--- src/rtl/viterbi_decoder.sv ---
`default_nettype none
// ============================================================================
//  Module   : viterbi_decoder
//  Brief    : Hard-decision Viterbi decoder, rate 1/2, K=3, generators 7/5
//             (octal). Four-state add-compare-select with register-exchange
//             survivor memory and a fixed decode latency of TB_LEN-1 symbols.
//  Revision : 1.0 - initial release
// ============================================================================
//
//  Encoder state is s = {a,b}: a is the previous data bit and b the one
//  before it. Data bit u from state {a,b} emits {u^a^b, u^b} and moves to
//  {u,a}, so destination state {u,a} is entered from {a,0} or {a,1}.
//
//  Survivors are register-exchanged: each state keeps the data bits of its
//  best path, newest in bit 0. Only the TB_LEN-1 youngest bits are stored;
//  the oldest bit of each freshly formed TB_LEN-bit survivor exists only
//  combinationally and is the one handed to d_out.
//
//  Metrics are normalised every step by subtracting the smallest new metric,
//  which keeps the spread tiny. The all-ones clamp is a guard that is never
//  reached for legal inputs.

module viterbi_decoder #(
  parameter int TB_LEN  = 24,  // survivor depth / decode latency (8..64)
  parameter int PM_W    = 8,   // path-metric width
  parameter int PM_INIT = 8    // starting metric of states 1..3
) (
  input  logic       clk,
  input  logic       rst,
  input  logic       enable,
  input  logic [1:0] d_in,
  output logic       d_out
);

  // Largest value a stored metric may take, in the wider arithmetic width.
  localparam logic [PM_W:0]   PM_SAT  = {1'b0, {PM_W{1'b1}}};
  localparam logic [PM_W-1:0] PM_RST1 = PM_W'(PM_INIT);

  // --------------------------------------------------------------------------
  // State
  // --------------------------------------------------------------------------
  logic [PM_W-1:0]   pm_q   [4];
  logic [PM_W-1:0]   pm_d   [4];
  logic [TB_LEN-2:0] surv_q [4];
  logic [TB_LEN-2:0] surv_d [4];
  logic              d_out_q;
  logic              d_out_d;

  // --------------------------------------------------------------------------
  // Combinational datapath
  // --------------------------------------------------------------------------
  logic [PM_W:0]     w_cand0    [4];  // candidate via predecessor {a,0}
  logic [PM_W:0]     w_cand1    [4];  // candidate via predecessor {a,1}
  logic              w_sel      [4];  // 1 = predecessor {a,1} won
  logic [PM_W:0]     w_metric   [4];  // selected, not yet normalised
  logic [PM_W:0]     w_norm     [4];  // after subtracting the minimum
  logic [TB_LEN-1:0] w_surv_new [4];  // full-depth survivor after this step
  logic [PM_W:0]     w_min;
  logic [1:0]        w_best;

  // Hamming distance between the received symbol and the symbol the
  // transition {a,b} --u--> {u,a} would have produced, widened for addition.
  function automatic logic [PM_W:0] bm_f(
    input logic [1:0] rx,
    input logic       u,
    input logic       a,
    input logic       b
  );
    logic [1:0] diff;
    diff = rx ^ {u ^ a ^ b, u ^ b};
    return {{(PM_W-1){1'b0}}, ({1'b0, diff[1]} + {1'b0, diff[0]})};
  endfunction

  // Add-compare-select per destination state; ties keep predecessor {a,0}.
  always_comb begin
    for (int ns = 0; ns < 4; ns++) begin
      w_cand0[ns]    = {1'b0, pm_q[{ns[0], 1'b0}]} + bm_f(d_in, ns[1], ns[0], 1'b0);
      w_cand1[ns]    = {1'b0, pm_q[{ns[0], 1'b1}]} + bm_f(d_in, ns[1], ns[0], 1'b1);
      w_sel[ns]      = (w_cand1[ns] < w_cand0[ns]);
      w_metric[ns]   = w_sel[ns] ? w_cand1[ns] : w_cand0[ns];
      w_surv_new[ns] = {surv_q[{ns[0], w_sel[ns]}], ns[1]};
    end
  end

  // Smallest new metric and the state holding it; strict compare on an
  // ascending scan makes the lowest index win ties.
  always_comb begin
    w_min  = w_metric[0];
    w_best = 2'd0;
    for (int ns = 1; ns < 4; ns++) begin
      if (w_metric[ns] < w_min) begin
        w_min  = w_metric[ns];
        w_best = 2'(ns);
      end
    end
  end

  // Normalise, clamp, trim survivors to stored depth, pick the output bit.
  always_comb begin
    for (int ns = 0; ns < 4; ns++) begin
      w_norm[ns] = w_metric[ns] - w_min;
      pm_d[ns]   = (w_norm[ns] > PM_SAT) ? {PM_W{1'b1}} : w_norm[ns][PM_W-1:0];
      surv_d[ns] = w_surv_new[ns][TB_LEN-2:0];
    end
    d_out_d = w_surv_new[w_best][TB_LEN-1];
  end

  // Register update: reset wins over enable; disabled cycles hold everything.
  always_ff @(posedge clk) begin
    if (rst) begin
      for (int s = 0; s < 4; s++) begin
        pm_q[s]   <= (s == 0) ? {PM_W{1'b0}} : PM_RST1;
        surv_q[s] <= '0;
      end
      d_out_q <= 1'b0;
    end else if (enable) begin
      for (int s = 0; s < 4; s++) begin
        pm_q[s]   <= pm_d[s];
        surv_q[s] <= surv_d[s];
      end
      d_out_q <= d_out_d;
    end
  end

  assign d_out = d_out_q;

endmodule

`default_nettype wire

--- config.mk ---
export PLATFORM = sky130hd
export DESIGN_NAME = viterbi_decoder
export DESIGN_NICKNAME = d
export VERILOG_FILES = /design/src/rtl/viterbi_decoder.sv
export SDC_FILE = /design/constraint.sdc
export NUM_CORES = 1
export LEC_CHECK = 0
export BUFFER_PORTS_ARGS = -buffer_cell sky130_fd_sc_hd__buf_2
export CAP_MARGIN = 20
export CORE_UTILIZATION = 30
export CTS_CLUSTER_SIZE = 12
export DETAILED_ROUTE_END_ITERATION = 8
export GPL_TIMING_DRIVEN = 0
export PLACE_DENSITY = 0.45
export SLEW_MARGIN = 40
export SYNTH_ARGS = -nofsm -noshare
export SYNTH_HDL_FRONTEND = slang
export SYNTH_SLANG_ARGS = --single-unit
--- constraint.sdc ---
create_clock -name clk -period 17.4 [get_ports clk]
set_input_delay 3.48 -clock clk [delete_from_list [all_inputs] [get_ports clk]]
set_output_delay 3.48 -clock clk [all_outputs]
set_load 0.005 [all_outputs]
; Word-level counts from Yosys, hierarchy flattened
; Memory sizes are Yosys's and may differ from the RTL's.
; Index checks and enable logic that the tools add are counted.
[word_totals]
regBits = 1
ramBits = 124
input_bits = 5
output_inout_bits = 1
word_cells = 73
mem_count = 2
[memory_table]
columns = memory, depth, width, rd, rd_ports_with_merged_regs, write_ports, line
row1 = surv_q, 4, 23, 4, 0, 4, 44  ; logic [TB_LEN-2:0] surv_q [4];
row2 = pm_q, 4, 8, 4, 0, 4, 42  ; logic [PM_W-1:0] pm_q [4];
[op_classes]
addsub = 16
n_lt_le_gt_ge = 12
muxes = 30
n_bitwise = 12
[op_table]
columns = operator, n
row1 = 23-bit 2-to-1 mux, 4
row2 = 8-bit by 2-bit adder with 9-bit output, 8
row3 = 8-bit 2-to-1 mux, 8
row4 = 9-bit less-than comparator, 7
row5 = 9-bit 2-to-1 mux, 7
row6 = 24-bit binary-select mux with 2-bit select, 1
row7 = 24-bit 2-to-1 mux, 2
row8 = "9-bit by 8-bit > comparator with 1-bit output, second input constant", 4
row9 = 9-bit subtractor, 4
row10 = 1-bit by 1-bit adder with 2-bit output, 4
row11 = 1-bit OR, 8
row12 = 1-bit 2-to-1 mux, 6
row13 = 2-bit 2-to-1 mux, 2
row14 = "3-bit greater-or-equal comparator, second input constant", 1
row15 = 2-bit NOT with 3-bit output, 1
row16 = 1-bit NOT, 2
row17 = 2-bit NOT, 1

; Logic depth before layout (Yosys ltp)
[logic_depth]
depth_word = 15
ltp_mapped = 63
ltp_nobuf = 60

; Worst setup path before layout
; Ideal clock, no wire load.
[synth_path]
path_type = input to register
start = input port d_in[0]
end = memory pm_q[2][7], data pin
setup_ns = 0.190
arrival_ns = 14.162
t_required_ns = 17.210
slack_ns = 3.048
cell_stages = 52
path_buffers = 4
cell_sequence = inv_1 ha_1 ha_1 ha_1 inv_1 ha_1 a21oi_1 maj3_1 a21oi_1 o2111ai_1 a22oi_2 buf_2 buf_1 nor2_1 a21oi_1 inv_1 ha_1 a21oi_1 [16 not listed] nand3_1 nor2_1 o21ai_0 a21oi_1 mux2i_4 a32o_1 nand2_1 clkbuf_1 mux2i_1 ha_1 inv_1 a2111oi_0 a2111oi_2 maj3_1 a21oi_1 o311ai_2 mux2i_1 a2111oi_2
[synth_lines]
columns = item, line
row1 = start: declaration, 31  ; input logic [1:0] d_in,
row2 = end: declaration, 42

==> results.json <==
{
  "status": "completed",
  "endpoint_kind": "flop",
  "synthTopCellsByArea": "edfxtp_1, mux2i_1, ha_1",
  "slew_headroom": 0.4186,
  "rrSetupSlack_ns": 3.97,
  "syn_to_final_growth_pct": 12.55,
  "first_pass_iters": 5,
  "nFillCells": 3694,
  "ys_ff_latch": 121,
  "finalWirelength_um": 31520,
  "ys_types": 88,
  "grt_usage": 0.1774,
  "initial_utilization": 0.3036,
  "dpl.hpwl_um": 24360,
  "nNetsFinal": 1293,
  "dp.cells": 1642,
  "dieHeight_um": 191.5,
  "synthFlopType": "edfxtp_1",
  "clk_path_buf_depth": 2,
  "rsz0062_at_grt": "no",
  "gp_congestion": 0.8675,
  "crit_top_cell": "ha_1",
  "fmax_mhz": 60.40,
  "max_slew.worst_pin.slew_ns": 0.8647,
  "fin_crit_ns": 16.56,
  "drc_errors": 0,
  "crit_type": "input port to flop",
  "yosysSeqAreaShare": 0.3354,
  "yosysTopAreaCell": "edfxtp_1",
  "pin_count": 6,
  "syn_avg_cell_area_um2": 9.193,
  "port_buffers": 5,
  "core_um2": 35480,
  "fin_skew_ns": 0.02644,
  "yosysMostFrequentCell": "nor2_1",
  "layoutNonFillerInstCount": 1678,
  "synthCells": 1172,
  "drtIter0Drc": 676,
  "vias": 8740,
  "fp.dieW_um": 191.5,
  "rows": 69,
  "finalSetupViolations": 0,
  "design_area_um2": 12130,
  "grt_pass1_wl_um": 49090,
  "postRouteAntennaNets": 0,
  "dieArea_um2": 36680,
  "placed_cell_area_um2": 11470,
  "synth.cells.most_frequent": "nor2_1, edfxtp_1, mux2i_1, a21oi_1, ha_1",
  "synth_top_area_share": 0.3317,
  "avgRoutedWirePerCell_um": 18.78,
  "required_ns": 17.52,
  "grt_max_degree": 33,
  "yosys_warnings": 0,
  "synthArstFlopShare": 0,
  "antenna_found_initial": 0,
  "cpPeakStageDelay_ns": 0.52,
  "hold_class": "flop to flop",
  "path_clk_slew_ns": 0.06,
  "num_antenna_cells": 0,
  "cp_max_fo": 10,
  "htree_levels": 4,
  "vias_per_cell": 5.209,
  "arrival_ns": 16.67,
  "whs_ns": 0.4761,
  "hold_viol_final": 0,
  "synth_edf_count": 119,
  "cts_tree": "built",
  "cts_buffers": 17,
  "holdBufCountCts": 0,
  "cp_slowest_cell": "mux2i_1",
  "synth_area_um2": 10770,
  "fin_crit_sh": 0.9515,
  "crit_path_start_kind": "input port",
  "cts-root-buf": "clkbuf_16",
  "slew_violations": 0,
  "synth_fp_nets": 1261,
  "drive_gt1_frac": 0.08463,
  "cts_sinks": 121,
  "grt_pass1_vias": 8454,
  "cap_violations": 0,
  "insertion_delay_ns": 0.43,
  "grt_overflow": 0
}
per-stage QoR:
stage | TNS [ns] | setup slack, ns | util
floorplan | 0 | 3.048 | -
global placement | -7.166 | -0.4703 | 0.3206
detailed placement | -7.958 | -0.5200 | 0.3232
CTS | 0 | 0.1840 | 0.3399
global route | 0 | 0.03092 | 0.3418
finish | 0 | 0.8443 | 0.3418
logic make-up (layout without fill, tap and decap cells):
kind of cell | count (synthesis) | count (layout) | share of synthesized area
simple gates | 359 | 359 | 0.1547
compound gates | 272 | 272 | 0.1712
mux | 124 | 124 | 0.1189
flops | 121 | 121 | 0.3354
buf+inv | 113 | 158 | 0.04076
xor+xnor | 92 | 92 | 0.07479
fa+ha+maj | 91 | 91 | 0.1043
layer usage:
layer | GRT usage | vias up | share of wire
met1 | 0.2426 | 4165 | 0.49
met5 | 0 | - | 0
met2 | 0.2907 | 167 | 0.47
met4 | 0.04396 | 0 | 0.014
met3 | 0.02699 | 29 | 0.034
li1 | - | 4379 | -
cell type report:
cell class,count,area (um^2),area share
Inverter,63,236.5,0.01950
Sequential cell,121,3613,0.2980
Tap cell,461,576.8,0.04757
Clock buffer,18,429.2,0.03539
Buffer,50,209.0,0.01723
Multi-Input combinational cell,938,6761,0.5576
Clock inverter,14,160.2,0.01321
Timing Repair Buffer,13,140.1,0.01156
flip-flops by register name (all words and copies together) (netlist names):
| register | count |
|---|---|
| surv_q | 88 |
| d_out | 1 |
| pm_q | 32 |
worst max-delay path: cells and delay by family:
kind	cells	cell delay, ns
AOI/OAI and AO/OA	17	4.36
adders and majority gates	11	3.24
and+or+nand+nor	10	1.97
buffers and inverters	10	1.92
muxes	4	1.48
xor gates and xnor gates	1	0.23
what timing repair did:
item | in CTS | in global routing
endpoints found under the setup margin | 7 | 32
pin swaps | 0 | 0
buffers inserted | 0 | 3
gates resized for setup | 1 | 13
final timing paths:
check                           startpoint                       end  cells past startpoint
setup / recovery                   d_in[0]  pm_q[1][7]$_SDFFCE_PN0P_                     53
hold / removal          d_out$_SDFFE_PP0P_        d_out$_SDFFE_PP0P_                      2
setup reg to reg  pm_q[1][1]$_SDFFCE_PN0P_  pm_q[1][7]$_SDFFCE_PN0P_                     50
hold reg to reg         d_out$_SDFFE_PP0P_        d_out$_SDFFE_PP0P_                      2
cell usage in the layout, fill, tap and decap left out, types with 5 or more instances in the layout:
master | Yosys | layout
a21o_1 | 16 | 16
a21oi_1 | 88 | 84
a21oi_2 | 1 | 5
a311oi_1 | 7 | 7
a31oi_1 | 10 | 10
and2_1 | 10 | 10
and3_1 | 13 | 13
buf_1 | 7 | 5
buf_2 | 8 | 15
clkbuf_1 | 33 | 31
clkbuf_16 | 0 | 17
clkbuf_2 | 1 | 5
edfxtp_1 | 119 | 119
ha_1 | 84 | 84
inv_1 | 61 | 61
inv_6 | 0 | 5
maj3_1 | 5 | 5
mux2_2 | 9 | 9
mux2i_1 | 112 | 111
nand2_1 | 63 | 63
nand2b_1 | 10 | 10
nand3_1 | 20 | 20
nand3b_1 | 9 | 9
nand4_1 | 11 | 11
nor2_1 | 164 | 164
nor2b_1 | 14 | 14
nor3_1 | 24 | 24
o2111ai_1 | 5 | 5
o211ai_1 | 14 | 14
o21a_1 | 7 | 7
o21ai_0 | 53 | 53
o22ai_1 | 6 | 6
o31ai_1 | 5 | 5
xnor2_1 | 57 | 57
xor2_1 | 35 | 34
Power is left out: the tool's default activity adds up to more than one toggle a clock period on the data nets, which glitch-free logic cannot reach.
